### src/rtl/register_file.sv
// ---------------------------------------------------------------------------
// register_file
//   Multi-entry register file for the 8-bit RISC datapath. DEPTH entries of
//   WIDTH bits, one write port (load / increment / decrement / entry clear),
//   a one-cycle global clear, two registered read ports with optional
//   write-to-read bypass, per-entry valid bits and an increment/decrement
//   wrap pulse.
//
// Ports
//   clk      : clock, all state updates on the rising edge
//   rst_     : asynchronous active-low reset
//   clr      : synchronous global clear (wins over a write in the same cycle)
//   we       : write enable
//   wop      : 00 load wdata, 01 increment, 10 decrement, 11 clear entry
//   waddr    : write address (ignored when >= DEPTH)
//   wdata    : load data, used only for wop = 00
//   raddr_a  : port A read address
//   raddr_b  : port B read address
//   rdata_a  : registered port A data (RST_VAL for out-of-range addresses)
//   rdata_b  : registered port B data
//   valid_a  : registered port A entry-written flag
//   valid_b  : registered port B entry-written flag
//   wrap     : one-cycle pulse after an accepted increment/decrement wrapped
// ---------------------------------------------------------------------------
module register_file #(
  parameter int               WIDTH   = 8,
  parameter int               DEPTH   = 8,
  parameter int               AW      = 3,
  parameter int               BYPASS  = 1,
  parameter logic [WIDTH-1:0] RST_VAL = '0
) (
  input  logic             clk,
  input  logic             rst_,
  input  logic             clr,
  input  logic             we,
  input  logic [1:0]       wop,
  input  logic [AW-1:0]    waddr,
  input  logic [WIDTH-1:0] wdata,
  input  logic [AW-1:0]    raddr_a,
  input  logic [AW-1:0]    raddr_b,
  output logic [WIDTH-1:0] rdata_a,
  output logic [WIDTH-1:0] rdata_b,
  output logic             valid_a,
  output logic             valid_b,
  output logic             wrap
);

  localparam logic [AW:0] DEPTH_A = (AW+1)'(DEPTH);

  localparam logic [1:0] OP_LOAD = 2'b00;
  localparam logic [1:0] OP_INC  = 2'b01;
  localparam logic [1:0] OP_DEC  = 2'b10;
  localparam logic [1:0] OP_CLR  = 2'b11;

  logic [WIDTH-1:0] mem [DEPTH];
  logic [DEPTH-1:0] vld;

  logic             wr_hit;
  logic [WIDTH-1:0] cur;
  logic [WIDTH-1:0] nxt;
  logic             nxt_vld;
  logic             wrap_nxt;
  logic [WIDTH-1:0] rd_a_p0;
  logic [WIDTH-1:0] rd_b_p0;
  logic             vld_a_p0;
  logic             vld_b_p0;

  // Addresses at or above DEPTH have no backing entry.
  function automatic logic in_range(input logic [AW-1:0] a);
    return {1'b0, a} < DEPTH_A;
  endfunction

  // Value a read port captures this cycle. With bypass the read observes the
  // post-edge state (clear wins, then the accepted write); without bypass it
  // observes the array exactly as it stands before the edge.
  function automatic logic [WIDTH-1:0] rd_data(input logic [AW-1:0] a);
    logic [WIDTH-1:0] r;
    r = RST_VAL;
    if (in_range(a)) begin
      if (BYPASS != 0 && clr)
        r = RST_VAL;
      else if (BYPASS != 0 && wr_hit && waddr == a)
        r = nxt;
      else
        r = mem[a];
    end
    return r;
  endfunction

  function automatic logic rd_vld(input logic [AW-1:0] a);
    logic r;
    r = 1'b0;
    if (in_range(a)) begin
      if (BYPASS != 0 && clr)
        r = 1'b0;
      else if (BYPASS != 0 && wr_hit && waddr == a)
        r = nxt_vld;
      else
        r = vld[a];
    end
    return r;
  endfunction

  // Stage p0: write-op evaluation and read-port selection (combinational)
  always_comb begin
    wr_hit   = we && !clr && in_range(waddr);
    cur      = in_range(waddr) ? mem[waddr] : RST_VAL;
    nxt      = cur;
    nxt_vld  = 1'b1;
    wrap_nxt = 1'b0;
    case (wop)
      OP_LOAD: nxt = wdata;
      OP_INC: begin
        nxt      = cur + 1'b1;
        wrap_nxt = (cur == {WIDTH{1'b1}});
      end
      OP_DEC: begin
        nxt      = cur - 1'b1;
        wrap_nxt = (cur == '0);
      end
      OP_CLR: begin
        nxt     = RST_VAL;
        nxt_vld = 1'b0;
      end
      default: nxt = cur;
    endcase
  end

  always_comb begin
    rd_a_p0  = rd_data(raddr_a);
    rd_b_p0  = rd_data(raddr_b);
    vld_a_p0 = rd_vld(raddr_a);
    vld_b_p0 = rd_vld(raddr_b);
  end

  // Stage p1: array update and registered outputs
  always_ff @(posedge clk or negedge rst_) begin
    if (!rst_) begin
      for (int i = 0; i < DEPTH; i++) mem[i] <= RST_VAL;
      vld     <= '0;
      rdata_a <= RST_VAL;
      rdata_b <= RST_VAL;
      valid_a <= 1'b0;
      valid_b <= 1'b0;
      wrap    <= 1'b0;
    end else begin
      rdata_a <= rd_a_p0;
      rdata_b <= rd_b_p0;
      valid_a <= vld_a_p0;
      valid_b <= vld_b_p0;
      // wr_hit is already low under clr or an out-of-range address.
      wrap    <= wr_hit && wrap_nxt;
      if (clr) begin
        for (int i = 0; i < DEPTH; i++) mem[i] <= RST_VAL;
        vld <= '0;
      end else if (wr_hit) begin
        mem[waddr] <= nxt;
        vld[waddr] <= nxt_vld;
      end
    end
  end

endmodule
### config.mk
export PLATFORM = sky130hd
export DESIGN_NAME = register_file
export DESIGN_NICKNAME = d
export VERILOG_FILES = /design/src/rtl/register_file.sv
export SDC_FILE = /design/constraint.sdc
export NUM_CORES = 1
export LEC_CHECK = 0
export ABC_AREA = 1
export BUFFER_PORTS_ARGS = -buffer_cell sky130_fd_sc_hd__buf_2
export CORE_MARGIN = 1.5
export CORE_UTILIZATION = 60
export CTS_CLUSTER_DIAMETER = 40
export CTS_CLUSTER_SIZE = 12
export DETAILED_ROUTE_END_ITERATION = 12
export HOLD_SLACK_MARGIN = 0.02
export PLACE_DENSITY_LB_ADDON = 0.1
export SLEW_MARGIN = 15
export SYNTH_ARGS = -nofsm -noshare
export SYNTH_HDL_FRONTEND = slang
export SYNTH_SLANG_ARGS = --single-unit
### constraint.sdc
create_clock -name clk -period 2.93 [get_ports clk]
set_input_delay 0.586 -clock clk [delete_from_list [all_inputs] [get_ports clk]]
set_output_delay 0.586 -clock clk [all_outputs]
set_load 0.05 [all_outputs]
# --- After elaboration in Yosys (flattened, before gate mapping) ---
# Cells that the tools add are included.
# Widths: inputs -> output; s select.
word_totals:
  ff_bits: 91
  out_inout_bits: 19
classes:
  addsub: 2
  magnitude_cmp: 8
  eq_ne: 6
  mux: 34
  n_bitwise: 3
  n_reduce_logical: 10
ops:
  columns: ["op", "count"]
  rows:
  - ["$mux 64", 2]
  - ["$mux 8", 13]
  - ["$bmux 8 s3", 3]
  - ["$bwmux 64", 1]
  - ["$pmux 8 s4", 1]
  - ["$demux 8 s3", 1]
  - ["$ge 4x4->1 const B", 3]
  - ["$lt 3x4->1 const B", 3]
  - ["$not 3->4", 3]
  - ["$add 8x1->8 const B", 1]
  - ["$bwmux 8", 1]
  - ["$eq 8x8->1 const B", 1]
  - ["$logic_not 8->1", 1]
  - ["$mux 1", 8]
  - ["$sub 8x1->8 const B", 1]
  - ["$bmux 1 s3", 2]
  - ["$eq 3x3->1", 2]
  - ["$logic_and 1x1->1", 6]
  - ["$eq 2x2->1 const B", 2]
  - ["$lt 4x1->1 const B", 1]
  - ["$demux 1 s3", 1]
  - ["$ge 3x1->1 const B", 1]
  - ["$eq 2x1->1 const B", 1]
  - ["$logic_not 2->1", 1]
  - ["other kinds (3)", 3]

# --- Logic depth before layout (Yosys ltp) ---
# Gate-level depths: netlist of run 1.
depth:
  depth_word: 9
  ltp_mapped: 21

# --- Worst setup path before layout of run 1 ---
# No wires, ideal clock.
synth_timing:
  kind: "input port to flip-flop"
  startpoint: "input port waddr[0]"
  endpoint: "register rdata_a[4]"
  setup_time_ns: 0.082
  t_arrival_ns: 2.626
  slack_ns: 0.222
  path_stages: 14
  path_buffers: 2
  path_cell_list: "buf_6 -> buf_12 -> nand3_4 -> inv_2 -> a22oi_1 -> nand3_2 -> ha_1 -> a21oi_1 -> nand2_1 -> nand2_1 -> nand2_1 -> o21ai_1 -> o21ai_0 -> a31oi_1"
synth_via:
  elab_chain_len: 8
synth_rtl:
  columns: ["element", "line_no", "rtl"]
  rows:
  - ["start, declared", "37", "input logic [AW-1:0] waddr,"]
  - ["$not 3->4 (not written as such)", "107", "cur = in_range(waddr) ? mem[waddr] : RST_VAL;"]
  - ["$bmux 8 s3", "107", null]
  - ["$mux 8 (not written as such) (2 in a row)", "107", null]
  - ["$sub 8x1->8 or $add 8x1->8 (tied branches)", "118, 114", null]
  - ["$pmux 8 s4", "111", "case (wop)"]
  - ["$mux 8 (*)", "82", "else if (BYPASS != 0 && wr_hit && waddr == a)"]
  - ["$mux 8 (*)", "80", "if (BYPASS != 0 && clr)"]
  - ["via rd_a_p0[4]", "63", "logic [WIDTH-1:0] rd_a_p0;"]
  - ["end signal, assigned", "147", "rdata_a <= rd_a_p0;"]
  - ["end, declared", "41", "output logic [WIDTH-1:0] rdata_a,"]
# The timed path passes the listed nets; every way through them passes the cells marked *. The select of a mux whose other input is x is not followed.
# A chain may end at the register's enable or synchronous reset.

# --- Worst setup path after layout of run 1 ---
layout_timing:
  startpoint: "input port waddr[0]"
  endpoint: "register mem[31] (netlist bit)"
layout_via:
  elab_chain_len: 9
layout_rtl:
  columns: ["element", "line_no", "rtl"]
  rows:
  - ["$not 3->4 (not written as such) (*)", "107, 157", null]
  - ["$bmux 8 s3", "107", null]
  - ["$mux 8 (not written as such) (2 in a row)", "107", null]
  - ["$sub 8x1->8 or $add 8x1->8 (tied branches)", "118, 114", null]
  - ["$pmux 8 s4", "111", null]
  - ["$bwmux 64 (*)", "157", "mem[waddr] <= nxt;"]
  - ["$mux 64 (*)", "156", "end else if (wr_hit) begin"]
  - ["$mux 64 (*)", "153", "if (clr) begin"]
  - ["end signal, assigned by index", "157", null]
  - ["end, declared", "55", "logic [WIDTH-1:0] mem [DEPTH];"]
# Every way passes the cells marked *; elsewhere a longest branch is shown, timed or not. The select of a mux whose other input is x is not followed.

==> results of run 1 <==
-- sequential cells by signal, indices dropped and copies added (netlist names) --
signal / count
valid_b: 1
mem: 64
rdata_a: 8
rdata_b: 8
wrap: 1
valid_a: 1
vld: 8
-- worst max-delay path: cells and delay by family --
kind | cells | cell delay [ns]
AO/OA/AOI/OAI | 4 | 0.66
adder cells (fa/ha/maj) | 1 | 0.40
buffers and inverters | 4 | 0.51
AND/OR/NAND/NOR | 8 | 0.89
-- where the power goes --
group / switching, W / internal (W) / total [W]
Combinational: 0.000444 / 0.000187 / 0.000632
Sequential: 0.0000155 / 0.00129 / 0.00130
Clock: 0.000505 / 0.000436 / 0.000941
Total: 0.000965 / 0.00191 / 0.00287
-- per-stage QoR --
step           TNS, ns  instances  setup WS [ns]
2_1_floorplan        0        830          0.222
3_3_place_gp    -0.805       1032         -0.104
3_5_place_dp     -2.44       1032         -0.172
4_1_cts              0       1048          0.231
5_1_grt              0       1050         0.0219
6_report             0       1050          0.194
-- layout by cell type, fill, tap and decap left out, types with 10 or more instances in the layout --
| cell type | n |
|---|---|
| a21oi_1 | 71 |
| buf_2 | 39 |
| buf_4 | 67 |
| clkbuf_8 | 10 |
| dfrtp_1 | 91 |
| ha_1 | 10 |
| inv_1 | 112 |
| nand2_1 | 188 |
| nand2_2 | 15 |
| nand3_1 | 31 |
| nor2_1 | 45 |
| o21ai_0 | 85 |
| o22ai_1 | 38 |
-- final timing paths --
check                      startpoint    endpoint  slack (ns)
max                          waddr[0]     mem[31]        0.19
min                              rst_  rdata_a[5]        0.14
max reg2reg                    mem[8]  rdata_a[6]        0.33
min reg2reg                    vld[5]      vld[5]        0.54
max in group asynchronous        rst_      mem[6]        2.12
min in group clk               vld[5]      vld[5]        0.54
-- synth_stat cells, drive strengths merged --
cell	count
ha	10
nand2	208
nor3	5
clkinv	1
o31ai	2
nand3b	2
a31oi	8
o22ai	38
clkbuf	14
o211ai	1
a22oi	7
o311ai	4
nor2	53
nand3	40
o221ai	8
xor2	3
dfrtp	91
o2111ai	1
fa	1
o21a	2
inv	121
buf	25
a211oi	5
a21oi	73
a221oi	1
o21ai	100
o21bai	3
nand4	3
-- cell type report --
cell class,instances,share of cell area
Antenna cell,1,0.000360
Tap cell,133,0.0239
Clock buffer,10,0.0198
Timing Repair Buffer,109,0.107
Multi-Input combinational cell,578,0.443
Clock inverter,6,0.0112
Sequential cell,91,0.328
Inverter,122,0.0669
-- cells by family after synthesis --
family / share of synthesized area
compound gates: 0.244
xor+xnor: 0.00435
fa+ha+maj: 0.0240
buf+inv: 0.116
flops: 0.377
simple gates: 0.235
-- per-layer routing --
| metal | vias to the layer above | share of wire |
|---|---|---|
| li1 | 2923 | - |
| met1 | 2925 | 0.39 |
| met2 | 452 | 0.43 |
| met3 | 97 | 0.12 |
| met4 | 2 | 0.053 |
| met5 | - | 0.0019 |
-- repair_timing --
item,in CTS,in global routing
endpoints found under the setup margin,0,10
buffers inserted,0,1
resized for setup,0,3
==> impl_metrics.tcl, run 1 <==
set metrics [dict create \
    status "complete, no violations" \
    min_period_over_period 0.934 \
    grt_pass1_wl_um 32500 \
    cts_buffers 9 \
    start_kind "primary input" \
    ff2ff_path_depth 19 \
    worst_path_max_delay_cell "ha_1" \
    hold_viol_final 0 \
    io_buffer_count 41 \
    gr-total-overflow 0 \
    path_clk_slew_ns 0.10 \
    crit_type "in -> reg" \
    syn-mean-instance-area_um2 7.28 \
    place_congestion 1.03 \
    fin_hold_ws_ns 0.143 \
    root_buffer "clkbuf_8" \
    crit_path_frequent_cell "a21oi_1" \
    slew_viol_final 0 \
    dp_hpwl_um 15900 \
    met3_usage 0.124 \
    synth_cell_types 48 \
    crit_path_max_incr_delay_ns 0.40 \
    grt_use_met2 0.624 \
    design_area_mm2 0.00695 \
    use_met1 0.539 \
    post-route-drc-count 0 \
    tritoncts "built" \
    dieArea_mm2 0.0107 \
    p_per_area_mw_per_mm2 413 \
    post_dp_cell_area_mm2 0.00670 \
    grt.total_usage 0.414 \
    clock_insertion_delay_worst_skew_ns 0.38 \
    synth_warnings 0 \
    crit_fanout 11 \
    period_needed_ns 2.74 \
    maxCapViolCount 0 \
    setup_viol 0 \
    start_util 0.619 \
    max_slew_margin 0.525 \
    nFillCells 828 \
    drtPass1Iterations 10 \
    arrival_ns 3.06 \
    htreeDepth 3 \
    grt_max_degree 38 \
    post_drt_via_cell_ratio 6.09 \
    ir_worst_vdd_mv 0.349 \
    routedWlPerCell_um 20.0 \
    first_global_vias 6098 \
    post-synth-top-area-fraction 0.377 \
    cts.path.max_buffers 2 \
    fin_util 0.711 \
    syn_inst 830 \
    synth_fp_nets 864 \
    wirelength_um 21100 \
    fmax_ghz 0.366 \
    drt_iter0_drc 764 \
    vias 6399 \
    power_w 0.00287 \
    setup.worst_path.end_class "flip-flop" \
    skew_ns 0.0167 \
    antenna_found_initial 1 \
    rows 36 \
    yosysSeqAreaShare 0.377 \
    grt_setup_unrepaired "no" \
    crit_path_cell_trace "buf_2 -> inv_8 -> nand2_4 -> inv_2 -> buf_4 -> a21oi_1 -> nand4_1 -> ha_1 -> a21oi_1 -> o21bai_1 -> a21oi_1 -> nand2_2 -> nand2_2 -> nand3_2 -> nand2_4 -> nand2_1 -> nand2_1" \
    syn_to_final_growth_pct 15.0 \
    synth.area.top_cells "dfrtp_1, nand2_1, o21ai_0" \
    total_leakage_power_nw 3.44 \
    drive_gt1_frac 0.202 \
    nets 945 \
    ant_nets 0 \
    final-seq-area_mm2 0.00228 \
    multi_input_area_mm2 0.00308 \
    top_usage_layer "met2" \
    core_mm2 0.00977 \
    die_w_um 103 \
    cts.sinks 91 \
    holdBufCountCts 0 \
    yosys_register_bits 91 \
    worst_pin_slew_ns 0.704 \
    synth_top_cell_by_area "dfrtp_1" \
    pin_count 42 \
    syn_area_mm2 0.00605 \
    required_ns 3.26 \
    die_y_um 103 \
    hold_class "in -> async" \
]
(Power assumes the default switching activity.)
==> run 2: changes to the inputs <==
--- a/config.mk
+++ b/config.mk
@@ -13,7 +13,7 @@
 export CTS_CLUSTER_SIZE = 12
 export DETAILED_ROUTE_END_ITERATION = 12
 export HOLD_SLACK_MARGIN = 0.02
-export PLACE_DENSITY_LB_ADDON = 0.1
+export PLACE_DENSITY_LB_ADDON = 0.25
 export SLEW_MARGIN = 15
 export SYNTH_ARGS = -nofsm -noshare
 export SYNTH_HDL_FRONTEND = slang
==> impl_metrics.tcl, run 2 (synthesized netlist as in run 1, its figures left out) <==
set metrics [dict create \
    postCtsSetupBuffers 0 \
    path_clk_slew_ns 0.10 \
    largest-register "mem" \
    dieArea_mm2 0.0107 \
    post_dp_cell_area_mm2 0.00672 \
    nFillCells 845 \
    fmax_ghz 0.358 \
    setup.worst_path.end_class "flip-flop" \
    die_w_um 103 \
    diodes 0 \
    min_period_over_period 0.954 \
    holdBufCountCts 0 \
    drtPass1Iterations 6 \
    fin_ws_ns 0.135 \
    die_y_um 103 \
    skew_ns 0.0141 \
    antenna_found_initial 0 \
    top_layer_used "met4" \
    root_buffer "clkbuf_8" \
    grt_max_degree 55 \
    ir_worst_vdd_mv 0.311 \
    total_leakage_power_nw 3.46 \
    crit_path_max_incr_delay_ns 0.39 \
    cts.path.max_buffers 2 \
    clock_insertion_delay_worst_skew_ns 0.38 \
    rows 36 \
    status "complete, no violations" \
    drive_gt1_frac 0.205 \
    dp_hpwl_um 15500 \
    p_sw_w 0.000948 \
    wl_met3_um 2620 \
    start_util 0.619 \
    grt.total_usage 0.409 \
    largest_register_ffs 64 \
    post-place-ws_ns -0.200 \
    ctsResizeCount 0 \
    period_needed_ns 2.80 \
    crit_type "in -> reg" \
    arrival_ns 3.11 \
    final_cell_mix "nand2_1, inv_1, dfrtp_1" \
    cts_buffers 9 \
    max_slew_margin 0.564 \
    vias 6414 \
    setup_viol 0 \
    grt_pass1_wl_um 32100 \
    comb_power_share 0.216 \
    fin_util 0.713 \
    nets 946 \
    start_kind "primary input" \
    htreeDepth 3 \
    drt_iter0_drc 806 \
    syn_to_final_growth_pct 15.3 \
    slew_viol_final 0 \
    gr-total-overflow 0 \
    hold_class "in -> async" \
    p_sw_frac 0.326 \
    worst_pin_slew_ns 0.646 \
    core_mm2 0.00977 \
    io_buffer_count 41 \
    place_congestion 1.00 \
    seq_power_share 0.447 \
    required_ns 3.24 \
    cts.sinks 91 \
    first_global_vias 6069 \
    wirelength_um 20900 \
    final_common_cell "nand2_1" \
    hold_viol_final 0 \
    pin_count 42 \
    p_clk_frac 0.337 \
    route.met2.wl_um 9040 \
    intPower_w 0.00196 \
    routedWlPerCell_um 19.9 \
    wl_met1_um 8100 \
    crit_path_cell_trace "buf_2 -> buf_4 -> nand2_2 -> inv_2 -> buf_4 -> a21oi_1 -> o2111ai_1 -> ha_1 -> inv_1 -> nor3_1 -> nand2_2 -> nand3_1 -> nand3_2 -> nand2_4 -> nand2_1 -> nand2_1" \
    post_drt_via_cell_ratio 6.11 \
    p_per_area_mw_per_mm2 418 \
    tritoncts "built" \
    post-route-drc-count 0 \
    ant_nets 0 \
    design_area_mm2 0.00697 \
    maxCapViolCount 0 \
    worst_path_max_delay_cell "ha_1" \
    ff2ff_setup_slack_ns 0.28 \
    crit_fanout 8 \
]
run 2: critical path, delay by kind of cell:
family / cells / cell delay, ns
adders and majority gates: 1 / 0.39
buffers and inverters: 5 / 0.67
AOI/OAI and AO/OA: 2 / 0.53
and+or+nand+nor: 8 / 0.94
run 2: final timing paths:
check | start | to | cells past startpoint
max reg2reg | mem[16] | mem[38] | 19
max | waddr[0] | mem[31] | 16
min in group clk | vld[5] | vld[5] | 2
max in group asynchronous | rst_ | mem[46] | 2
min | rst_ | mem[42] | 1
min reg2reg | vld[5] | vld[5] | 2
run 2: power groups by stage:
stage	Clock [W]	Sequential [W]	Combinational, W
floorplan	0	0.00138	0.000314
global placement	0	0.00133	0.000593
detailed placement	0	0.00133	0.000604
CTS	0.000987	0.00130	0.000606
global route	0.00103	0.00131	0.000674
finish	0.000980	0.00130	0.000628
run 2: layout make-up:
class	count	area [um2]	share of cell area
flip-flops and latches	91	2280	0.327
clock inverters	7	98.8	0.0142
multi-input cells	579	3100	0.444
well taps	133	166	0.0239
clock buffers	9	124	0.0178
inverters	122	465	0.0668
repair buffers	109	743	0.107
run 2: metal layers:
metal	global-route usage	vias up
met2	0.614	482
met4	0.249	0
met1	0.548	2914
met3	0.0806	89
met5	0	-
li1	-	2929
run 2: per-stage QoR:
stage	hold slack, ns	setup TNS, ns	std cells	power, W
global route	0.262	-0.0730	1050	0.00301
finish	0.216	0	1050	0.00291
detailed placement	0.511	-3.27	1033	0.00193
global placement	0.498	-1.76	1033	0.00192
CTS	0.237	0	1049	0.00289
floorplan	0.290	0	830	0.00170
==> run 3: changes to the inputs <==
--- a/config.mk
+++ b/config.mk
@@ -14,6 +14,7 @@
 export DETAILED_ROUTE_END_ITERATION = 12
 export HOLD_SLACK_MARGIN = 0.02
 export PLACE_DENSITY_LB_ADDON = 0.25
+export RECOVER_POWER = 25
 export SLEW_MARGIN = 15
 export SYNTH_ARGS = -nofsm -noshare
 export SYNTH_HDL_FRONTEND = slang
==> impl_metrics.tcl, run 3 (synthesized netlist as in run 1, its figures left out) <==
set metrics [dict create \
    antenna_found_initial 0 \
    route.met2.wl_um 8910 \
    nFillCells 848 \
    grt.total_usage 0.409 \
    crit_type "in -> reg" \
    io_buffer_count 41 \
    dieArea_mm2 0.0107 \
    root_buffer "clkbuf_8" \
    dp_hpwl_um 15500 \
    worst_pin_slew_ns 1.24 \
    vias 6407 \
    syn_to_final_growth_pct 15.0 \
    drt_iter0_drc 877 \
    min_period_over_period 0.947 \
    cts_buffers 9 \
    top_layer_used "met4" \
    grt_max_degree 55 \
    hold_viol_final 0 \
    pin_count 42 \
    cts.path.max_buffers 2 \
    setup.worst_path.end_class "flip-flop" \
    routedWlPerCell_um 19.9 \
    hold_class "in -> async" \
    post-place-ws_ns -0.200 \
    wl_met3_um 2790 \
    fin_hold_ws_ns 0.437 \
    core_mm2 0.00977 \
    arrival_ns 3.09 \
    setup_viol 0 \
    required_ns 3.25 \
    comb_power_share 0.215 \
    start_kind "primary input" \
    final_common_cell "nand2_1" \
    grt_pass1_wl_um 32100 \
    drive_gt1_frac 0.205 \
    wl_met1_um 7940 \
    start_util 0.619 \
    diodes 0 \
    slew_viol_final 0 \
    total_leakage_power_nw 3.45 \
    seq_power_share 0.448 \
    largest_register_ffs 64 \
    post-route-drc-count 0 \
    crit_fanout 8 \
    drtPass1Iterations 6 \
    p_sw_frac 0.326 \
    max_slew_margin 0.173 \
    die_y_um 103 \
    largest-register "mem" \
    wirelength_um 20900 \
    gr-total-overflow 0 \
    rows 36 \
    p_sw_w 0.000946 \
    first_global_vias 6069 \
    htreeDepth 3 \
    ir_worst_vdd_mv 0.310 \
    place_congestion 1.00 \
    nets 946 \
    path_clk_slew_ns 0.10 \
    p_per_area_mw_per_mm2 418 \
    fin_ws_ns 0.155 \
    die_w_um 103 \
    power_w 0.00291 \
    clock_insertion_delay_worst_skew_ns 0.38 \
    ant_nets 0 \
    holdBufCountCts 0 \
    skew_ns 0.0166 \
    cts.sinks 91 \
    post_drt_via_cell_ratio 6.10 \
    period_needed_ns 2.78 \
    p_clk_frac 0.337 \
    fmax_ghz 0.360 \
    status "complete, no violations" \
    maxCapViolCount 0 \
    tritoncts "built" \
    final_cell_mix "nand2_1, inv_1, dfrtp_1" \
    intPower_w 0.00196 \
]
## run 3: power by group through the flow
| stage | combinational (W) | sequential [W] | clock [W] |
|---|---|---|---|
| after floorplan | 0.000314 | 0.00138 | 0 |
| after CTS | 0.000606 | 0.00130 | 0.000987 |
| after global placement | 0.000593 | 0.00133 | 0 |
| after global routing | 0.000671 | 0.00131 | 0.00103 |
| final | 0.000625 | 0.00130 | 0.000979 |
| after detailed placement | 0.000604 | 0.00133 | 0 |
## run 3: worst max-delay path: stages
cell and delay (ns):
buf_2 0.18, buf_4 0.18, nand2_2 0.11, inv_2 0.05, buf_4 0.14, a21oi_1 0.25, o2111ai_1 0.28, ha_1 0.38
inv_1 0.09, nor3_1 0.22, nand2_2 0.09, nand3_1 0.10, nand3_2 0.13, nand2_4 0.16, nand2_1 0.07, nand2_1 0.07
## run 3: final timing paths
kind                           from    endpoint  slack (ns)  cells after the start
setup / recovery           waddr[0]     mem[31]        0.15                     16
hold / removal                 rst_     mem[42]        0.44                      1
setup reg to reg            mem[16]  rdata_b[6]        0.30                     19
hold reg to reg              vld[5]      vld[5]        0.54                      2
max in group asynchronous      rst_     mem[21]        1.04                      2
min in group clk             vld[5]      vld[5]        0.54                      2
## run 3: through the flow
step                      setup TNS [ns]  cells  area [um2]   util
after global placement             -1.76   1033        6720  0.688
final                                  0   1050        6950  0.711
after CTS                              0   1049        6940  0.710
after floorplan                        0    830        6050      -
after global routing             -0.0730   1050        6950  0.711
after detailed placement           -3.27   1033        6720  0.688
## run 3: area by class of cell
class / count / area, um2 / area share
multi-input cells: 579 / 3100 / 0.445
clock inverters: 7 / 98.8 / 0.0142
flip-flops and latches: 91 / 2280 / 0.328
inverters: 122 / 465 / 0.0669
well taps: 133 / 166 / 0.0239
clock buffers: 9 / 124 / 0.0178
repair buffers: 109 / 726 / 0.104
## run 3: repair_timing
item                                    CTS  global route
endpoints found under the setup margin    0            10
buffers inserted                          0             0
resized for setup                         0             4
## run 3: metal layers
| layer | track usage | up-vias |
|---|---|---|
| met5 | 0 | - |
| met4 | 0.249 | 0 |
| met3 | 0.0806 | 102 |
| met2 | 0.614 | 469 |
| met1 | 0.548 | 2910 |
| li1 | - | 2926 |
